**src/rtl/dp_feeder.sv**
```systemverilog
// dp_feeder: streams operand chunks into a fixed-latency dp_unit and sums the
// per-chunk dot products into one result per vector. A tag pipe tracks which
// dp_unit outputs carry real data. A small first-word-fall-through FIFO returns
// the results. A credit counter keeps that FIFO from ever overflowing.
module dp_feeder #(
    parameter int N_MUL     = 4,
    parameter int DW_MUL    = 8,
    parameter int DW_ADD    = 32,
    parameter int DW_ACC    = 32,
    parameter int DP_LAT    = 4 + $clog2(N_MUL),
    parameter int RES_DEPTH = 4
) (
    input  logic                    clk,
    input  logic                    reset,
    input  logic                    s_valid,
    output logic                    s_ready,
    input  logic [N_MUL*DW_MUL-1:0] s_a,
    input  logic [N_MUL*DW_MUL-1:0] s_b,
    input  logic                    s_last,
    output logic                    dp_enable,
    output logic [1:0]              dp_in_valid,
    output logic [N_MUL*DW_MUL-1:0] dp_in_a,
    output logic [N_MUL*DW_MUL-1:0] dp_in_b,
    input  logic [DW_ADD-1:0]       dp_out,
    output logic                    r_valid,
    input  logic                    r_ready,
    output logic [DW_ACC-1:0]       r_data
);

    localparam int PW = $clog2(RES_DEPTH);
    localparam int CW = PW + 1;

    // Enable / issue registers
    logic                    r_enable;
    logic [N_MUL*DW_MUL-1:0] r_in_a;
    logic [N_MUL*DW_MUL-1:0] r_in_b;

    // Tag pipe: one {vld, last} pair per dp_unit pipeline stage
    logic [DP_LAT-1:0]       r_tag_vld;
    logic [DP_LAT-1:0]       r_tag_last;

    // Accumulator and credit counter
    logic [DW_ACC-1:0]       r_acc;
    logic [CW-1:0]           r_pending;

    // Result FIFO storage and pointers (extra MSB separates full from empty)
    logic [DW_ACC-1:0]       r_mem [RES_DEPTH];
    logic [CW-1:0]           r_wr_ptr;
    logic [CW-1:0]           r_rd_ptr;

    logic                    w_accept;
    logic                    w_credit_take;
    logic                    w_pop;
    logic                    w_tag_hit;
    logic                    w_push;
    logic                    w_empty;
    logic [DW_ACC-1:0]       w_ext;
    logic [DW_ACC-1:0]       w_sum;

    // A credit is only needed once a vector is closed by its last chunk; an
    // open vector cannot produce a FIFO entry until then.
    assign s_ready       = (r_pending < CW'(RES_DEPTH)) & r_enable;
    assign w_accept      = s_valid & s_ready;
    assign w_credit_take = w_accept & s_last;
    assign w_pop         = r_valid & r_ready;

    // The dp_unit's early-valid protocol: valid goes out in the accept cycle,
    // data follows one cycle later from the issue registers.
    assign dp_in_valid = {w_accept, w_accept};
    assign dp_in_a     = r_in_a;
    assign dp_in_b     = r_in_b;
    assign dp_enable   = r_enable;

    assign w_tag_hit = r_tag_vld[DP_LAT-1];
    assign w_push    = w_tag_hit & r_tag_last[DP_LAT-1];
    assign w_ext     = DW_ACC'($signed(dp_out));
    assign w_sum     = r_acc + w_ext;

    assign w_empty = (r_wr_ptr == r_rd_ptr);
    assign r_valid = ~w_empty;
    assign r_data  = w_empty ? '0 : r_mem[r_rd_ptr[PW-1:0]];

    // Enable the dp_unit on the first edge out of reset and keep it running
    always_ff @(posedge clk or posedge reset) begin
        if (reset) r_enable <= 1'b0;
        else       r_enable <= 1'b1;
    end

    // Capture operands at the accept edge; they hold until the next accept
    always_ff @(posedge clk or posedge reset) begin
        if (reset) begin
            r_in_a <= '0;
            r_in_b <= '0;
        end else if (w_accept) begin
            r_in_a <= s_a;
            r_in_b <= s_b;
        end
    end

    // Tag pipe shifts every cycle so the last stage lines up with dp_out
    always_ff @(posedge clk or posedge reset) begin
        if (reset) begin
            r_tag_vld  <= '0;
            r_tag_last <= '0;
        end else begin
            r_tag_vld  <= {r_tag_vld[DP_LAT-2:0],  w_accept};
            r_tag_last <= {r_tag_last[DP_LAT-2:0], s_last};
        end
    end

    // Sum tagged dp_out values; a last tag closes the vector and restarts at 0
    always_ff @(posedge clk or posedge reset) begin
        if (reset) begin
            r_acc <= '0;
        end else if (w_tag_hit) begin
            r_acc <= r_tag_last[DP_LAT-1] ? '0 : w_sum;
        end
    end

    // Credit counter: closed vectors not yet popped (in flight or queued)
    always_ff @(posedge clk or posedge reset) begin
        if (reset) begin
            r_pending <= '0;
        end else if (w_credit_take && !w_pop) begin
            r_pending <= r_pending + CW'(1);
        end else if (!w_credit_take && w_pop) begin
            r_pending <= r_pending - CW'(1);
        end
    end

    // FIFO storage write; contents need no reset since pointers gate reads
    always_ff @(posedge clk) begin
        if (w_push) r_mem[r_wr_ptr[PW-1:0]] <= w_sum;
    end

    // FIFO pointer update; credits guarantee a push never meets a full FIFO
    always_ff @(posedge clk or posedge reset) begin
        if (reset) begin
            r_wr_ptr <= '0;
            r_rd_ptr <= '0;
        end else begin
            if (w_push) r_wr_ptr <= r_wr_ptr + CW'(1);
            if (w_pop)  r_rd_ptr <= r_rd_ptr + CW'(1);
        end
    end

endmodule

```
**config.mk**
```make
export PLATFORM = sky130hd
export DESIGN_NAME = dp_feeder
export DESIGN_NICKNAME = d
export VERILOG_FILES = /design/src/rtl/dp_feeder.sv
export SDC_FILE = /design/constraint.sdc
export NUM_CORES = 1
export LEC_CHECK = 0
export CAP_MARGIN = 20
export CORE_ASPECT_RATIO = 1.4
export CORE_MARGIN = 1
export CORE_UTILIZATION = 50
export DETAILED_ROUTE_END_ITERATION = 6
export PLACE_DENSITY_LB_ADDON = 0.25
export SLEW_MARGIN = 10
export SYNTH_ARGS = -nofsm -noshare
export SYNTH_HDL_FRONTEND = slang
export SYNTH_SLANG_ARGS = --single-unit
```
**constraint.sdc**
```tcl
create_clock -name clk -period 4.3 [get_ports clk]
set_input_delay 0.86 -clock clk [delete_from_list [all_inputs] [get_ports clk]]
set_output_delay 0.86 -clock clk [all_outputs]
set_load 0.05 [all_outputs]
```
Yosys cells after proc, flatten, opt, wreduce, memory -nomap -nowiden
Memories as Yosys holds them, arrays and structs flattened.
Index checks and enable logic that the tools add are counted.

cells by class
  add/subtract/negate cells = 5
  order comparisons = 1
  equality and inequality tests = 1
  mux-type cells = 6
  bitwise gates (word level) = 6
  reduce and logical (&&, ||, !) cells = 5

operators with widths
  kind                   number
  $mux W32               2
  $add A32 B32 Y32       1
  $add A3 B1 Y3 const B  3
  $mux W3                2
  $and A1 B1 Y1          5
  $eq A3 B3 Y1           1
  $lt A3 B3 Y1 const B   1
  $sub A3 B1 Y3 const B  1
  $logic_and A1 B1 Y1    2
  $logic_not A1 Y1       2
  $mux W1                2
  $reduce_bool A2 Y1     1
  $not A1 Y1             1

word-level totals
  register bits = 118
  memory bits (writable) = 128
  input port bits = 101
  output and inout bits = 101
  memories = 1

memory list
  memory  depth  width  rd ports  clocked after Yosys merged registers in  write ports  RTL line  RTL
  r_mem   4      32     1         0                                        1            47        logic [DW_ACC-1:0] r_mem [RES_DEPTH];

Depth between registers and ports, before layout
  depth after elaboration = 8
  depth in mapped cells = 11
  gate-level depth less buffers = 10

Worst setup path after synthesis
Ideal clock, no wire load.

  path type = reg2out
  from = register r_enable, in the netlist dp_enable
  to = output port dp_in_valid[0]
  arrival time = 2.639 ns
  path slack = 0.801 ns
  cell stages (with the launch flop) = 6
  buffers on the path = 3
  cells stage by stage = dfrtp_1 -> nor2b_1 -> and2_1 -> clkbuf_1 -> clkbuf_1 -> buf_4

on the way
  cells in the longest elaborated chain, start to end = 2

RTL lines
  what                    RTL line  RTL
  start, declared         34        logic r_enable;
  start signal, assigned  85        if (reset) r_enable <= 1'b0;
  start signal, assigned  86        else r_enable <= 1'b1;
  $and A1 B1 Y1           62        assign s_ready = (r_pending < CW'(RES_DEPTH)) & r_enable;
  via s_ready             16        output logic s_ready,
  $and A1 B1 Y1           63        assign w_accept = s_valid & s_ready;
  end, declared           21        output logic [1:0] dp_in_valid,

The timed path passes the listed nets, and every way through them passes these cells.

Worst setup path in the final report
  from = register r_rd_ptr[0]
  to = output port r_data[10]

on the way
  cells in the longest elaborated chain, start to end = 2

RTL lines
  what                                            RTL line  RTL
  start, declared                                 49        logic [CW-1:0] r_rd_ptr;
  start signal, assigned                          143       if (w_pop) r_rd_ptr <= r_rd_ptr + CW'(1);
  $mem_v2 Z4 W32 or $eq A3 B3 Y1 (tied branches)  n/a
  $mux W32 (*)                                    81        assign r_data = w_empty ? '0 : r_mem[r_rd_ptr[PW-1:0]];
  end, declared                                   27        output logic [DW_ACC-1:0] r_data

Mark *: on every way between the ends. The rest lies on a longest branch, timed or not.

==> reports/results.tsv <==
metric	value	unit
Setup Skew	0.0116	ns
endpoint class of the critical path	output port	
DR top layer	met4	
die height	178	um
instance count on the critical path	6	
Synthesis Warnings	0	
postcts setup bufs	0	
Clock transition at path regs	0.06	ns
CP Buf/Inv Count	3	
ant diodes	0	
gr ovfl total	0	
CTS Buffer Depth	3	
port bufs	201	
I/O pin total	202	
R2R cell count	10	
first-pass GRT wire length	37300	um
vias per cell	5.39	
largest net degree at the start of global routing	63	
combinational share of power	0.531	
pwr dens	861	nW/um2
wire per inst	18.0	um
syn nets	923	
delay-heaviest family, CP	buffers and inverters	
# rows	64	
measured slew at the worst slew-check pin	0.834	ns
leakage power	0.00553	uW
final setup fails	0	
Post-synth ARST share	0.480	
CTS resizes	0	
WP data arrival	2.83	ns
Remaining DRCs	0	
worst-path maximum fanout	33	
Distinct cells, synth	60	
final WL	23400	um
root buffer cell	clkbuf_16	
Initial Utilization	0.509	
Post-synth EDFFs	128	
CP required	3.44	ns
gr usage total	0.212	
Max transition margin	0.444	
Core ar.	21800	um2
CTS tree	yes	
area of the die	22800	um2
status	finished clean	
Non-Filler Instances	1301	
Clock power frac	0.163	
sequential area share after synthesis	0.613	
NetSw	5270	uW
Mapped Area	11100	um2
number of global-route vias before repair	7177	
gpl congestion	0.891	
M1 wire length	9060	um
Synth Area per Inst	14.2	um2
Max Cap Viol	0	
antenna viol nets, final	0	
pre-CTS setup slack	0.347	ns
fin crit share	0.859	
die span in x	128	um
Switching Fraction	0.431	
initial antenna violation count	0	
ratio of cells with drive above 1 in the final layout	0.158	
DR WL met3	2000	um
Vias	7006	
hold path depth	0	
number of hold violations in the final report	0	
CP max-delay cell	clkdlybuf4s50_1	
crit path time final	3.69	ns
Internal	6950	uW
Hold Path Class	reg2reg	
top cell type by total area after synthesis	edfxtp_1	
RSZ-0062 raised after global routing	false	
Critical Path Most Common Cell	buf_4	
critical-path cell list	buf_4, xor2_1, nor3_2, buf_4, nor2b_1, clkdlybuf4s50_1	
Synth Flop Type	edfxtp_1	
Slew Limit Fails	0	
synthesis-to-layout area growth	28.0	%
Post-Synthesis Cells	783	
top cells by area, synth	edfxtp_1, dfrtp_1, mux2_2	
Yosys reg bits	246	
Fmax	271	MHz
CP max stage delay	0.83	ns
routed wl met2	11800	um
element type at the critical path start	flop	
share of the synthesized area in the top cell type	0.346	
Flop pwr share	0.306	
Post-DP HPWL	16500	um
H-tree lvl count	1	
Total Nets Final	1126	
Post-Place Cells	1257	
CTS Sinks	246	
DRT iter0 DRCs	304	
worst setup margin	0.608	ns
Crit Path Class	reg2out	
DRT Pass-1 Iters	4	
CTS buffer count	24	
worst vdd ir	0.542	mV
Clock Latency Late Sink	0.52	ns
Setup Total Neg Slack	0	ns
hold_buf cts	0	
## logic make-up after synthesis
family	share of synthesized area
xor gates and xnor gates	0.0308
and+or+nand+nor	0.0744
adders and majority gates	0.0453
AOI/OAI and AO/OA	0.0722
other	0.000338
muxes	0.134
DFF	0.613
buffers and inverters	0.0303
## cell usage in the layout (no fill, tap or decap), types with 14 or more instances in the layout
cell type	Yosys	routed
nor2b_1	37	37
edfxtp_1	128	128
o21ai_0	34	34
xor2_1	17	17
a21o_1	14	14
nor2_1	19	19
mux2_2	67	67
inv_1	48	47
nand2b_1	22	22
nand2_1	23	23
a21oi_1	26	26
ha_1	37	37
dfrtp_1	118	117
clkbuf_16	0	25
mux4_2	32	32
xnor2_1	22	22
clkdlybuf4s50_1	0	201
## cell type report
type	instances	area, um2
clock buffer	32	662
clock inverter	12	88.8
tap	297	372
fill	1642	7580
sequential	246	6800
multi-input combinational	451	3970
timing repair buffer	215	2130
inverter	48	183
## path summary, 6_finish.rpt
| check | startpoint | end | slack (ns) |
|---|---|---|---|
| worst min register to register | r_tag_vld[0] | r_tag_vld[1] | 0.34 |
| worst max register to register | r_acc[0] | r_mem[3][30] | 1.22 |
| worst max-delay path | r_rd_ptr[0] | r_data[10] | 0.61 |
| min in group asynchronous | reset | dp_in_a[23] | 0.83 |
| max in group asynchronous | reset | dp_in_a[7] | 2.62 |
| worst min-delay path | r_tag_vld[0] | r_tag_vld[1] | 0.34 |
## power by group through the flow
stage	Clock (uW)	Combinational (uW)	Sequential [uW]
3_3_place_gp	0	6440	3750
3_5_place_dp	0	6510	3780
4_1_cts	2040	6540	3740
6_report	1990	6500	3740
2_1_floorplan	0	3510	4810
5_1_grt	2120	6950	3810
## routing by layer
layer	up-vias	global-route usage
met3	33	0.0576
met4	0	0.0701
met5	-	0
li1	3270	-
met2	265	0.371
met1	3438	0.253
## worst register-to-register path, delay by kind of cell, from the launching register on
| kind | cells | cell delay, ns |
|---|---|---|
| adders and majority gates | 2 | 0.64 |
| buffers and inverters | 1 | 0.10 |
| xor gates and xnor gates | 1 | 0.20 |
| DFF | 1 | 0.40 |
| AOI/OAI and AO/OA | 6 | 1.47 |
## cells in the mapped netlist (2+ instances only)
| cell | number |
|---|---|
| o21ai_1 | 4 |
| nor3b_1 | 3 |
| o21bai_1 | 6 |
| nor3_1 | 6 |
| buf_2 | 5 |
| a21o_1 | 14 |
| and2_1 | 3 |
| buf_4 | 2 |
| ha_1 | 37 |
| nand3_1 | 9 |
| o22ai_1 | 12 |
| clkbuf_1 | 31 |
| a31oi_1 | 4 |
| nand2b_1 | 22 |
| and4_1 | 2 |
| nand2_1 | 23 |
| o211ai_1 | 2 |
| nor2_1 | 19 |
| o21ai_0 | 34 |
| o21a_1 | 2 |
| mux2_2 | 67 |
| nand3b_1 | 2 |
| xor2_1 | 17 |
| xnor2_1 | 22 |
| nor2b_1 | 37 |
| dfrtp_1 | 118 |
| a211oi_1 | 2 |
| fa_1 | 2 |
| o32ai_1 | 2 |
| nand4_1 | 8 |
| and3_1 | 7 |
| mux4_2 | 32 |
| a21oi_1 | 26 |
| edfxtp_1 | 128 |
| inv_1 | 48 |
## through the flow
step	cell area (um2)	utilization	hold slack, ns	total power [uW]
after floorplan	11100	-	0.331	8320
after global placement	13400	0.617	0.334	10200
after detailed placement	13400	0.617	0.335	10300
after CTS	14200	0.652	0.342	12300
after global routing	14200	0.652	0.354	12900
final	14200	0.652	0.342	12200
## flip-flops by register name, indices dropped and copies added (netlist names)
register,count
r_wr_ptr,3
dp_enable,1
r_rd_ptr,3
r_pending,3
r_mem,128
dp_in_a,32
r_tag_vld,6
r_acc,32
r_tag_last,6
dp_in_b,32
No activity file was read; power rests on OpenSTA's default activity.
